### config.mk
export PLATFORM = sky130hd
export DESIGN_NAME = emac_host_arbiter
export DESIGN_NICKNAME = d
export VERILOG_FILES = /design/src/rtl/emac_host_arbiter.sv
export SDC_FILE = /design/constraint.sdc
export NUM_CORES = 1
export LEC_CHECK = 0
export ABC_AREA = 0
export CELL_PAD_IN_SITES_DETAIL_PLACEMENT = 1
export CELL_PAD_IN_SITES_GLOBAL_PLACEMENT = 1
export CORE_MARGIN = 2
export CORE_UTILIZATION = 36
export CTS_BUF_LIST = sky130_fd_sc_hd__clkbuf_2
export CTS_CLUSTER_SIZE = 8
export DETAILED_ROUTE_END_ITERATION = 8
export GPL_TIMING_DRIVEN = 0
export PLACE_DENSITY = 0.83
export SYNTH_ARGS = -nofsm -noshare
export SYNTH_HDL_FRONTEND = slang
export SYNTH_SLANG_ARGS = --single-unit
### constraint.sdc
create_clock -name HOSTCLK -period 8.7 [get_ports HOSTCLK]
set_input_delay 2.175 -clock HOSTCLK [delete_from_list [all_inputs] [get_ports HOSTCLK]]
set_output_delay 2.175 -clock HOSTCLK [all_outputs]
set_load 0.01 [all_outputs]
### src/rtl/emac_host_arbiter.sv
// emac_host_arbiter
//   Shares one EMAC host management interface (config registers and MIIM/MDIO)
//   between two requesters. Requests are granted round-robin, sequenced onto
//   the HOST* pins, and each completion is returned to the requester that
//   issued it. MIIM accesses are bounded by a timeout counter.
//
// Ports
//   HOSTCLK, RESET        clock (rising edge), asynchronous active-high reset
//   rqN_valid/ready       request handshake (N = 0,1), ready is combinational
//   rqN_miim/write        access kind: MIIM or config, write or read
//   rqN_emac1sel          target EMAC1 (1) or EMAC0 (0)
//   rqN_addr/wdata        config address or {phyad,regad}; write data
//   rspN_valid            one-cycle completion pulse
//   rspN_rdata/timeout    read data and MIIM timeout flag, valid with rspN_valid
//   HOSTOPCODE/REQ/MIIMSEL/EMAC1SEL/ADDR/WRDATA   registered EMAC host outputs
//   HOSTRDDATA, HOSTMIIMRDY                       EMAC host inputs
//   busy                  arbiter is not idle

module emac_host_arbiter #(
  parameter int TMO_W        = 12,
  parameter int MIIM_TIMEOUT = 4000
) (
  input  logic        HOSTCLK,
  input  logic        RESET,
  input  logic        rq0_valid,
  output logic        rq0_ready,
  input  logic        rq0_miim,
  input  logic        rq0_write,
  input  logic        rq0_emac1sel,
  input  logic [9:0]  rq0_addr,
  input  logic [31:0] rq0_wdata,
  input  logic        rq1_valid,
  output logic        rq1_ready,
  input  logic        rq1_miim,
  input  logic        rq1_write,
  input  logic        rq1_emac1sel,
  input  logic [9:0]  rq1_addr,
  input  logic [31:0] rq1_wdata,
  output logic        rsp0_valid,
  output logic [31:0] rsp0_rdata,
  output logic        rsp0_timeout,
  output logic        rsp1_valid,
  output logic [31:0] rsp1_rdata,
  output logic        rsp1_timeout,
  output logic [1:0]  HOSTOPCODE,
  output logic        HOSTREQ,
  output logic        HOSTMIIMSEL,
  output logic        HOSTEMAC1SEL,
  output logic [9:0]  HOSTADDR,
  output logic [31:0] HOSTWRDATA,
  input  logic [31:0] HOSTRDDATA,
  input  logic        HOSTMIIMRDY,
  output logic        busy
);

  typedef enum logic [2:0] {
    S_IDLE, S_CFG_ISSUE, S_CFG_WAIT, S_MIIM_PRE, S_MIIM_ISSUE, S_MIIM_WAIT, S_RESP
  } state_t;

  // The timeout fires in the cycle that would bring the count to MIIM_TIMEOUT.
  // A ">=" compare keeps the bound even if the count passed the limit while
  // MIIM_PRE was being left on a ready/timeout tie.
  localparam logic [TMO_W-1:0] TMO_LAST = TMO_W'(MIIM_TIMEOUT - 1);

  state_t      state_q, state_d;
  logic        lastSrv_q, lastSrv_d;
  logic        owner_q, owner_d;
  logic        miim_q, miim_d;
  logic        write_q, write_d;
  logic        emac1_q, emac1_d;
  logic [9:0]  addr_q, addr_d;
  logic [31:0] wdata_q, wdata_d;
  logic [TMO_W-1:0] cnt_q, cnt_d, cntInc;
  logic        firstWait_q;
  logic        tmoHit;
  logic        grant0, grant1;
  logic        rspLoad;
  logic [31:0] rspRdata_d;
  logic        rspTmo_d;

  logic [1:0]  hostOpcode_q, hostOpcode_d;
  logic        hostReq_q, hostReq_d;
  logic        hostMiimSel_q, hostMiimSel_d;
  logic        hostEmac1Sel_q, hostEmac1Sel_d;
  logic [9:0]  hostAddr_q, hostAddr_d;
  logic [31:0] hostWrData_q, hostWrData_d;
  logic        rsp0Valid_q, rsp1Valid_q;
  logic [31:0] rsp0Rdata_q, rsp1Rdata_q;
  logic        rsp0Tmo_q, rsp1Tmo_q;

  // Round-robin grant: a lone requester wins; on a tie the one not served last wins.
  assign grant0    = rq0_valid & (~rq1_valid | lastSrv_q);
  assign grant1    = rq1_valid & (~rq0_valid | ~lastSrv_q);
  assign rq0_ready = (state_q == S_IDLE) & grant0;
  assign rq1_ready = (state_q == S_IDLE) & grant1;
  assign busy      = (state_q != S_IDLE);

  assign cntInc = (cnt_q == {TMO_W{1'b1}}) ? cnt_q : cnt_q + 1'b1;
  assign tmoHit = (cnt_q >= TMO_LAST);

  // Next-state logic: acceptance, transaction sequencing and response capture.
  always_comb begin
    state_d    = state_q;
    lastSrv_d  = lastSrv_q;
    owner_d    = owner_q;
    miim_d     = miim_q;
    write_d    = write_q;
    emac1_d    = emac1_q;
    addr_d     = addr_q;
    wdata_d    = wdata_q;
    cnt_d      = cnt_q;
    rspLoad    = 1'b0;
    rspRdata_d = 32'h0;
    rspTmo_d   = 1'b0;
    case (state_q)
      S_IDLE: begin
        if (grant0 | grant1) begin
          owner_d   = grant1;
          lastSrv_d = grant1;
          miim_d    = grant1 ? rq1_miim     : rq0_miim;
          write_d   = grant1 ? rq1_write    : rq0_write;
          emac1_d   = grant1 ? rq1_emac1sel : rq0_emac1sel;
          addr_d    = grant1 ? rq1_addr     : rq0_addr;
          wdata_d   = grant1 ? rq1_wdata    : rq0_wdata;
          cnt_d     = '0;
          state_d   = miim_d ? S_MIIM_PRE : S_CFG_ISSUE;
        end
      end
      S_CFG_ISSUE: state_d = S_CFG_WAIT;
      S_CFG_WAIT: begin
        rspLoad    = 1'b1;
        rspRdata_d = write_q ? 32'h0 : HOSTRDDATA;
        state_d    = S_RESP;
      end
      S_MIIM_PRE: begin
        cnt_d = cntInc;
        if (HOSTMIIMRDY) begin
          state_d = S_MIIM_ISSUE;
        end else if (tmoHit) begin
          rspLoad  = 1'b1;
          rspTmo_d = 1'b1;
          state_d  = S_RESP;
        end
      end
      S_MIIM_ISSUE: state_d = S_MIIM_WAIT;
      S_MIIM_WAIT: begin
        cnt_d = cntInc;
        // RDY is still showing the previous idle level on the first cycle.
        if (!firstWait_q && HOSTMIIMRDY) begin
          rspLoad    = 1'b1;
          rspRdata_d = write_q ? 32'h0 : {16'h0, HOSTRDDATA[15:0]};
          state_d    = S_RESP;
        end else if (tmoHit) begin
          rspLoad  = 1'b1;
          rspTmo_d = 1'b1;
          state_d  = S_RESP;
        end
      end
      S_RESP:  state_d = S_IDLE;
      default: state_d = S_IDLE;
    endcase
  end

  // Host outputs are decoded from the next state so the registered pins line
  // up with the state they belong to.
  always_comb begin
    hostOpcode_d   = 2'b00;
    hostReq_d      = 1'b0;
    hostMiimSel_d  = 1'b0;
    hostEmac1Sel_d = 1'b0;
    hostAddr_d     = 10'h0;
    hostWrData_d   = 32'h0;
    case (state_d)
      S_CFG_ISSUE: begin
        hostEmac1Sel_d = emac1_d;
        hostOpcode_d   = {~write_d, 1'b0};
        hostAddr_d     = addr_d;
        hostWrData_d   = wdata_d;
      end
      S_CFG_WAIT: hostEmac1Sel_d = emac1_d;
      S_MIIM_PRE, S_MIIM_WAIT: begin
        hostMiimSel_d  = 1'b1;
        hostEmac1Sel_d = emac1_d;
      end
      S_MIIM_ISSUE: begin
        hostMiimSel_d  = 1'b1;
        hostEmac1Sel_d = emac1_d;
        hostReq_d      = 1'b1;
        hostOpcode_d   = write_d ? 2'b01 : 2'b10;
        hostAddr_d     = addr_d;
        hostWrData_d   = {16'h0, wdata_d[15:0]};
      end
      default: ;
    endcase
  end

  // State, latched request, timeout counter and registered outputs. Only the
  // serviced requester's response fields are loaded.
  always_ff @(posedge HOSTCLK or posedge RESET) begin
    if (RESET) begin
      state_q        <= S_IDLE;
      lastSrv_q      <= 1'b1;
      owner_q        <= 1'b0;
      miim_q         <= 1'b0;
      write_q        <= 1'b0;
      emac1_q        <= 1'b0;
      addr_q         <= 10'h0;
      wdata_q        <= 32'h0;
      cnt_q          <= '0;
      firstWait_q    <= 1'b0;
      hostOpcode_q   <= 2'b00;
      hostReq_q      <= 1'b0;
      hostMiimSel_q  <= 1'b0;
      hostEmac1Sel_q <= 1'b0;
      hostAddr_q     <= 10'h0;
      hostWrData_q   <= 32'h0;
      rsp0Valid_q    <= 1'b0;
      rsp0Rdata_q    <= 32'h0;
      rsp0Tmo_q      <= 1'b0;
      rsp1Valid_q    <= 1'b0;
      rsp1Rdata_q    <= 32'h0;
      rsp1Tmo_q      <= 1'b0;
    end else begin
      state_q        <= state_d;
      lastSrv_q      <= lastSrv_d;
      owner_q        <= owner_d;
      miim_q         <= miim_d;
      write_q        <= write_d;
      emac1_q        <= emac1_d;
      addr_q         <= addr_d;
      wdata_q        <= wdata_d;
      cnt_q          <= cnt_d;
      firstWait_q    <= (state_q == S_MIIM_ISSUE);
      hostOpcode_q   <= hostOpcode_d;
      hostReq_q      <= hostReq_d;
      hostMiimSel_q  <= hostMiimSel_d;
      hostEmac1Sel_q <= hostEmac1Sel_d;
      hostAddr_q     <= hostAddr_d;
      hostWrData_q   <= hostWrData_d;
      rsp0Valid_q    <= rspLoad & ~owner_q;
      rsp1Valid_q    <= rspLoad & owner_q;
      if (rspLoad & ~owner_q) begin
        rsp0Rdata_q <= rspRdata_d;
        rsp0Tmo_q   <= rspTmo_d;
      end
      if (rspLoad & owner_q) begin
        rsp1Rdata_q <= rspRdata_d;
        rsp1Tmo_q   <= rspTmo_d;
      end
    end
  end

  assign HOSTOPCODE   = hostOpcode_q;
  assign HOSTREQ      = hostReq_q;
  assign HOSTMIIMSEL  = hostMiimSel_q;
  assign HOSTEMAC1SEL = hostEmac1Sel_q;
  assign HOSTADDR     = hostAddr_q;
  assign HOSTWRDATA   = hostWrData_q;
  assign rsp0_valid   = rsp0Valid_q;
  assign rsp0_rdata   = rsp0Rdata_q;
  assign rsp0_timeout = rsp0Tmo_q;
  assign rsp1_valid   = rsp1Valid_q;
  assign rsp1_rdata   = rsp1Rdata_q;
  assign rsp1_timeout = rsp1Tmo_q;

endmodule
After elaboration in Yosys (flattened, before gate mapping)
Index checks and enable logic that the tools add are counted.
Word-level totals
  register bits: 177
  input port bits: 127
  output and inout port bits: 118
  word-level logic and storage cells: 100
Operators by class
  add/sub/neg operators: 1
  order comparisons: 1
  equality and inequality tests: 13
  muxes and demuxes: 39
  bitwise logic cells: 14
  reductions and logical operators: 11
Operators with widths (number)
  $mux W32: 4
  $pmux W32 S2: 2
  $mux W10: 4
  $mux W16: 2
  $mux W12: 2
  $pmux W12 S2: 1
  $pmux W3 S6: 1
  $mux W1: 14
  $add A12 B1 Y12 const B: 1
  $eq A12 B12 Y1 const B: 1
  $eq A3 B2 Y1 const B: 4
  $eq A3 B3 Y1 const B: 4
  $ge A12 B12 Y1 const B: 1
  $mux W3: 4
  $and A1 B1 Y1: 6
  $eq A3 B1 Y1 const B: 2
  $not A1 Y1: 5
  $reduce_or A5 Y1: 1
  $mux W2: 2
  $pmux W2 S2: 1
  $reduce_or A2 Y1: 2
  $logic_not A3 Y1: 1
  $or A1 B1 Y1: 3
  $pmux W1 S3: 1
  10 further kinds: 10

Longest topological paths before layout
Gate-level depths: netlist (run 1).
  word-level depth: 10
  depth in mapped cells: 9
  mapped depth without buffers: 7

Worst setup path before layout (run 1)
Ideal clock, no wire load.
  path kind: in2out
  start: in rq1_valid
  end: out rq1_ready
  arrival time: 3.126 ns
  required time: 6.525 ns
  slack: 3.399 ns
  stages: 4
  path buffers: 2
  cells stage by stage: a21boi_0 -> buf_2 -> buf_2 -> nor2b_1
Between the ends
  longest elaborated chain between the ends: 2
Ends and longest elaborated chain
  start, declared: RTL line 32  | input logic rq1_valid,
  $and A1 B1 Y1: RTL line 93  | assign grant1 = rq1_valid & (~rq0_valid | ~lastSrv_q);
  $and A1 B1 Y1: RTL line 95  | assign rq1_ready = (state_q == S_IDLE) & grant1;
  end, declared: RTL line 33  | output logic rq1_ready,
Every way passes these cells.

Final worst setup path (run 1)
Same ends and word-level chain as after synthesis.

==> results of run 1 <==
## worst register-to-register path: stages (launching register included)
cell	delay, ps
dfrtp_1	450
ha_1	240
nand4_1	210
a211oi_2	560
nor2_1	130
a21oi_2	440
buf_2	340
a21oi_1	130
## registers in the layout, indices dropped and copies added, names as in the netlist, 2 cells and up
signal and cells:
rsp0_rdata 32, wdata_q 32, cnt_q 12, HOSTADDR 10
HOSTWRDATA 32, HOSTOPCODE 2, state_q 3, rsp1_rdata 32
addr_q 10
## power by group through the flow
stage / clock network, mW / registers [mW] / logic [mW]
after floorplan: 0 / 1.38 / 0.736
after global placement: 0 / 1.29 / 1.59
after detailed placement: 0 / 1.30 / 1.64
after CTS: 0.452 / 1.29 / 1.65
after global routing: 0.482 / 1.32 / 1.80
final: 0.434 / 1.28 / 1.64
## per-layer routing
layer  global-route usage, %  share of wire, %  up-vias
li1                        -                 -     2955
met1                    27.3                43     3090
met2                    36.3                48      211
met3                    7.35               7.5       16
met4                    5.53              0.98        0
met5                       0                 0        -
## worst max-delay path by stage
stage,start,to,cells past startpoint
after global placement,RESET,wdata_q[23],2
after global routing,rq1_valid,rq1_ready,6
after detailed placement,rq1_valid,rq1_ready,6
after CTS,rq1_valid,rq1_ready,6
after floorplan,RESET,HOSTADDR[0],1
final,rq1_valid,rq1_ready,6
## Yosys cell counts, types with 2 or more instances
| library cell | instances |
|---|---|
| dfrtp_1 | 176 |
| nand2_1 | 152 |
| o21ai_0 | 129 |
| mux2i_1 | 46 |
| a21oi_1 | 28 |
| buf_2 | 23 |
| clkbuf_1 | 19 |
| nor3b_1 | 19 |
| nor2_1 | 18 |
| nor3_1 | 11 |
| buf_6 | 8 |
| xnor2_1 | 8 |
| inv_1 | 7 |
| o21ai_2 | 6 |
| nor2b_1 | 4 |
| o21a_1 | 4 |
| o21ai_1 | 4 |
| a211oi_1 | 3 |
| a21o_1 | 3 |
| and3_1 | 3 |
| nand4_1 | 3 |
| a211oi_2 | 2 |
| a21oi_2 | 2 |
| and4_1 | 2 |
| nand2b_1 | 2 |
| nand3_1 | 2 |
| o211ai_1 | 2 |
| or3_1 | 2 |
## kinds of logic after synthesis
kind of cell	count (synthesis)
compound gates	191
fa+ha+maj	1
simple gates	227
mux	47
xor+xnor	9
flops	177
buf+inv	59
## through the flow
step,hold WS (ps),std cells,TNS [ps]
after floorplan,446,711,0
after global placement,460,1225,-108750
after detailed placement,470,1226,0
after CTS,525,1258,0
after global routing,552,1259,0
final,516,1260,0
## cell usage in the layout, fill, tap and decap left out, drive strengths merged, types with 2 or more instances in the layout
cell           netlist  routed
clkbuf              19      36
dfrtp              176     176
and3                 3       3
o211ai               2       2
nand4                3       3
a21oi               30      30
nor3b               19      19
nand3                2       2
nand2b               2       2
and4                 2       2
mux2i               46      46
nor2                18      18
diode                0       2
or2                  2       2
inv                  7      15
a211oi               5       5
nor2b                4       4
nand2              152     152
nor3                11      11
or3                  3       3
clkinv               1       7
buf                 32      33
a21o                 3       3
xnor2                8       8
o21a                 4       4
o21ai              139     139
clkdlybuf4s50        0     244
nor4                 2       2
## area by class of cell
cell class                      instances  area [µm²]  area share [%]
Sequential cell                       177        4430            42.3
Multi-Input combinational cell        475        2660            25.3
Timing Repair Buffer                  245        2470            23.6
Tap cell                              270         338            3.22
Buffer                                 51         284            2.71
Clock inverter                         15         166            1.59
Clock buffer                           17        85.1           0.812
Inverter                                8        42.5           0.406
Antenna cell                            2        5.00          0.0478
==> run_results.csv, run 1 <==
group,metric,value,unit
critical_path,crit_required,6530,ps
detailed_routing,detail_route.iter0.violations,193,
synthesis,ys_seq_area_share,59.8,%
detailed_routing,wl,22.9,mm
critical_path,worst_setup_path_end_kind,"output pin",
critical_path,critical_path_arrival,4540,ps
synthesis,ys_types,51,
min_path,min_to,"rsp0_rdata[24]",
floorplan,coreArea,20200,µm²
critical_path,worst_setup_path_start_kind,"input port",
floorplan,boundaryPins,245,
clocking,cts_tree,"yes",
synthesis,syn_nets,839,
floorplan,die_w,147,µm
floorplan,die_h,147,µm
critical_path,r2r-end,"HOSTWRDATA[15]",
min_path,hp-start,"rsp0_rdata[24]",
synthesis,yosys-top-cells-area,"dfrtp_1 (59%), o21ai_0 (8.7%), nand2_1 (7.7%)",
power_and_ir_drop,total_power,3.35,mW
sta,worst_slew_margin_rel,27.6,%
synthesis,synthSimpleGateAreaFrac,13.9,%
min_path,hold_path_class,"reg2reg",
power_and_ir_drop,vdd_ir_drop_max,0.127,mV
sta,rsz0062_at_grt,"false",
power_and_ir_drop,intPower,1.98,mW
placement,dpl-instance-area,10200,µm²
floorplan,initial_core_util,36.6,%
detailed_routing,wire_per_inst,18.1,µm
placement,dp_slack,1920,ps
critical_path,crit_chain,"clkdlybuf4s50_1 > a21boi_0 > buf_2 > buf_2 > nor2b_1 > clkdlybuf4s50_1",
critical_path,cpLargestDelayFamily,"buffers and inverters",
sta,fin_crit,6720,ps
power_and_ir_drop,switching_share,40.8,%
critical_path,crit_fanout,10,
global_route,grt_start_max_net_pins,110,
min_path,hold-path-cell-count,2,
clocking,cts_hold_buf,0,
synthesis,synth-async-reset-ratio,100,%
sta,tightest_slew,1080,ps
placement,gp_congestion,0.799,
synthesis,syn_area_per_cell,10.4,µm²
synthesis,synth_adder_area_share,0.169,%
synthesis,ys.flop_type,"dfrtp_1",
synthesis,yosysTopAreaCell,"dfrtp_1",
synthesis,synth_top_area_share,59.5,%
sta,finalCritPeriodShare,77.2,%
sta,finClkSkew,46.7,ps
critical_path,r2r_cells,7,
synthesis,synth_mux_area_share,6.37,%
clocking,htreeDepth,4,
global_route,antenna_found_initial,2,
critical_path,r2r_slack,6140,ps
clocking,cts_buffer_depth,2,
power_and_ir_drop,p_leak,4.48,nW
clocking,cts_buffers,17,
global_route,gr-total-overflow,0,
power_and_ir_drop,pwr-share-comb,48.8,%
placement,numPortBuffers,244,
critical_path,critical_path_buf_inv_count,4,
detailed_routing,post-route-drc-count,0,
clocking,cts_resized,0,
clocking,post_cts_buffers,0,
cells_and_area,stdcell_area,10500,µm²
synthesis,ys_seq_elements,177,
clocking,cts_sinks,177,
sta,setup_viol,0,
sta,setup_ws,1980,ps
power_and_ir_drop,pwr_density_cell,320,nW/µm²
sta,hold_viol,0,
critical_path,r2r-start,"cnt_q[0]",
synthesis,synth-edff-count,0,
power_and_ir_drop,clkPwrFrac,13.0,%
synthesis,yosys_warnings,0,
global_route,grt_pass1_wl,36.7,mm
synthesis,synth-compound-area-share,14.3,%
critical_path,cp_slowest_cell,"clkdlybuf4s50_1",
synthesis,synthXorXnorAreaFrac,1.06,%
cells_and_area,nNetsFinal,1103,
cells_and_area,utilization,51.8,%
detailed_routing,antenna_left,0,
global_route,grtUsageTotal,21.7,%
detailed_routing,via_per_inst,4.98,
synthesis,syn_area,7400,µm²
detailed_routing,drt_first_pass_iters,4,
cells_and_area,drive_gt1_share,8.50,%
sta,maxSlewViolCount,0,
clocking,root_buffer,"clkbuf_2",
cells_and_area,nFillCells,2260,
power_and_ir_drop,p_sw,1.37,mW
power_and_ir_drop,seq_power_share,38.2,%
synthesis,synth_top_family_by_area,"compound AO/OA/AOI/OAI gates",
status,outcome,"complete, no violations",
global_route,first_global_vias,6750,
clocking,clk_pin_slew,260,ps
cells_and_area,syn2layout_area_growth,41.5,%
job,cap_violations,0,
floorplan,row_count,52,
synthesis,syn_inst,711,
placement,dpl.hpwl,17.1,mm
critical_path,critPathMaxStageDelay,620,ps
sta,fmax,149,MHz
floorplan,dieArea,21700,µm²
critical_path,critPathKind,"in2out",
clocking,clkLatencyLatePin,780,ps
detailed_routing,vias,6272,
(Power assumes the default switching activity.)
==> run 2, diff against run 1 <==
- CORE_UTILIZATION: 36 -> 32
- PLACE_DENSITY: 0.83 -> 0.78
- clock period: 8.7 -> 5.7 ns (I/O delays scaled with it)
==> run 2 against run 1 <==
Sequential share of layout area fell by 0.20 points. Clock power rose by 48%. Count of clock-buffer cells in the layout stayed put. Die area grew 12%. Critical path depth unchanged. Total power rose by 51%. Setup slack worse by 1500 ps. Routed wire length is 0.35% higher. Highest routed layer unchanged.
==> run_results.csv, run 2 (synthesis gave the netlist of run 1 again) <==
group,metric,value,unit
status,outcome,"complete, no violations",
critical_path,crit_fanout,10,
critical_path,crit_chain,"clkdlybuf4s50_1 > a21boi_0 > buf_2 > buf_2 > nor2b_1 > clkdlybuf4s50_1",
min_path,hold_path_class,"reg2reg",
placement,gp_congestion,0.837,
clocking,cts_buffer_depth,2,
sta,maxSlewViolCount,0,
clocking,htreeDepth,4,
clocking,root_buffer,"clkbuf_2",
critical_path,critical_path_arrival,3750,ps
cells_and_area,mostFrequentLayoutCells,"clkdlybuf4s50_1 (244), dfrtp_1 (176), nand2_1 (152)",
clocking,cts_resized,0,
critical_path,worst_setup_path_start_kind,"input port",
placement,dpl.hpwl,17.2,mm
cells_and_area,nFillCells,2575,
floorplan,initial_core_util,32.6,%
sta,setup_ws,520,ps
sta,worst_slew_margin_rel,31.0,%
sta,hold_viol,0,
cells_and_area,final_common_cell,"clkdlybuf4s50_1",
cells_and_area,nNetsFinal,1106,
clocking,cts_buffers,17,
global_route,grt_start_max_net_pins,42,
critical_path,critPathMaxStageDelay,620,ps
detailed_routing,via_per_inst,4.89,
critical_path,cpLargestDelayFamily,"buffers and inverters",
floorplan,row_count,55,
critical_path,critical_path_buf_inv_count,4,
critical_path,r2r_slack,3140,ps
detailed_routing,vias,6251,
power_and_ir_drop,vdd_ir_drop_max,0.172,mV
min_path,hold-path-cell-count,2,
min_path,hp-start,"rsp0_rdata[22]",
floorplan,coreArea,22700,µm²
cells_and_area,syn2layout_area_growth,42.1,%
power_and_ir_drop,p_leak,4.49,nW
power_and_ir_drop,total_power,5.07,mW
detailed_routing,wl,22.9,mm
global_route,grt_pass1_wl,36.2,mm
placement,numPortBuffers,244,
clocking,cts_hold_buf,0,
job,cap_violations,0,
sta,fin_crit,5180,ps
clocking,post_cts_buffers,0,
sta,fin_tns_setup,0,ps
clocking,cts_tree,"yes",
clocking,cts_sinks,177,
global_route,gr-total-overflow,0,
critical_path,r2r_cells,7,
cells_and_area,drive_gt1_share,8.68,%
detailed_routing,drt_first_pass_iters,4,
sta,tightest_slew,1030,ps
min_path,min_to,"rsp0_rdata[22]",
detailed_routing,antenna_left,0,
placement,dp_slack,504,ps
sta,finClkSkew,45.1,ps
sta,rsz0062_at_grt,"false",
floorplan,dieArea,24400,µm²
detailed_routing,wire_per_inst,17.9,µm
critical_path,critPathKind,"in2out",
power_and_ir_drop,pwr_density_cell,482,nW/µm²
critical_path,r2r-end,"HOSTADDR[9]",
detailed_routing,post-route-drc-count,0,
global_route,antenna_found_initial,2,
detailed_routing,detail_route.iter0.violations,259,
sta,setup_viol,0,
critical_path,worst_setup_path_end_kind,"output pin",
floorplan,die_h,156,µm
critical_path,crit_required,4280,ps
sta,fmax,193,MHz
global_route,grtUsageTotal,19.2,%
clocking,clkLatencyLatePin,760,ps
floorplan,die_w,156,µm
clocking,clk_pin_slew,260,ps
global_route,first_global_vias,6548,
sta,finalCritPeriodShare,90.9,%
critical_path,cp_slowest_cell,"clkdlybuf4s50_1",
critical_path,r2r-start,"cnt_q[0]",
floorplan,boundaryPins,245,
-- run 2: worst reg2reg max path, delay by kind of cell (launching register included) --
| kind | cells | cell delay (ps) |
|---|---|---|
| AO/OA/AOI/OAI | 3 | 1140 |
| adder cells (fa/ha/maj) | 1 | 220 |
| buffers and inverters | 1 | 350 |
| flip-flops | 1 | 440 |
| AND/OR/NAND/NOR | 2 | 370 |
-- run 2: final cells by class --
| cell class | instances | area, µm² | area share, % |
|---|---|---|---|
| plain buffers | 51 | 284 | 2.70 |
| diodes | 2 | 5.00 | 0.0476 |
| repair buffers | 248 | 2520 | 24.0 |
| clock inverters | 15 | 148 | 1.40 |
| clock buffers | 17 | 85.1 | 0.808 |
| multi-input cells | 475 | 2660 | 25.2 |
| flip-flops and latches | 177 | 4430 | 42.1 |
| inverters | 8 | 38.8 | 0.369 |
| well taps | 285 | 357 | 3.39 |
-- run 2: how the worst max path moves through the flow --
stage | depth (start not counted) | slack, ps | endpoint | startpoint
2_1_floorplan | 4 | 1900 | rq1_ready | rq1_valid
3_3_place_gp | 2 | 450 | HOSTADDR[4] | RESET
3_5_place_dp | 6 | 500 | rq1_ready | rq1_valid
4_1_cts | 6 | 490 | rq1_ready | rq1_valid
5_1_grt | 6 | 340 | rq1_ready | rq1_valid
6_report | 6 | 520 | rq1_ready | rq1_valid
-- run 2: metrics by stage --
| stage | area (µm²) | util (%) | cells | hold WS (ps) |
|---|---|---|---|---|
| after detailed placement | 10300 | 45.3 | 1244 | 472 |
| after floorplan | 7410 | - | 711 | 446 |
| final | 10500 | 46.3 | 1278 | 522 |
| after CTS | 10500 | 46.3 | 1276 | 527 |
| after global placement | 10200 | 44.9 | 1240 | 460 |
| after global routing | 10500 | 46.3 | 1277 | 542 |
-- run 2: metal layers --
metal  part of all wire [%]  GRT usage [%]  routed length, µm
met5                      0              0                  0
met4                    1.4           5.02                316
met3                    7.6           6.06               1750
met2                     47           31.7              10700
met1                     44           24.6              10200
-- run 2: power by group --
group / internal, mW / switching (mW) / total (mW)
logic: 1.14 / 1.35 / 2.48
clock network: 0.140 / 0.502 / 0.641
registers: 1.75 / 0.199 / 1.95
total: 3.02 / 2.05 / 5.07
==> run 3, diff against run 2 <==
- CAP_MARGIN: not set -> 0
==> results of run 3 <==
Same layout as run 2: the final DEF is identical, and so are final timing and power.
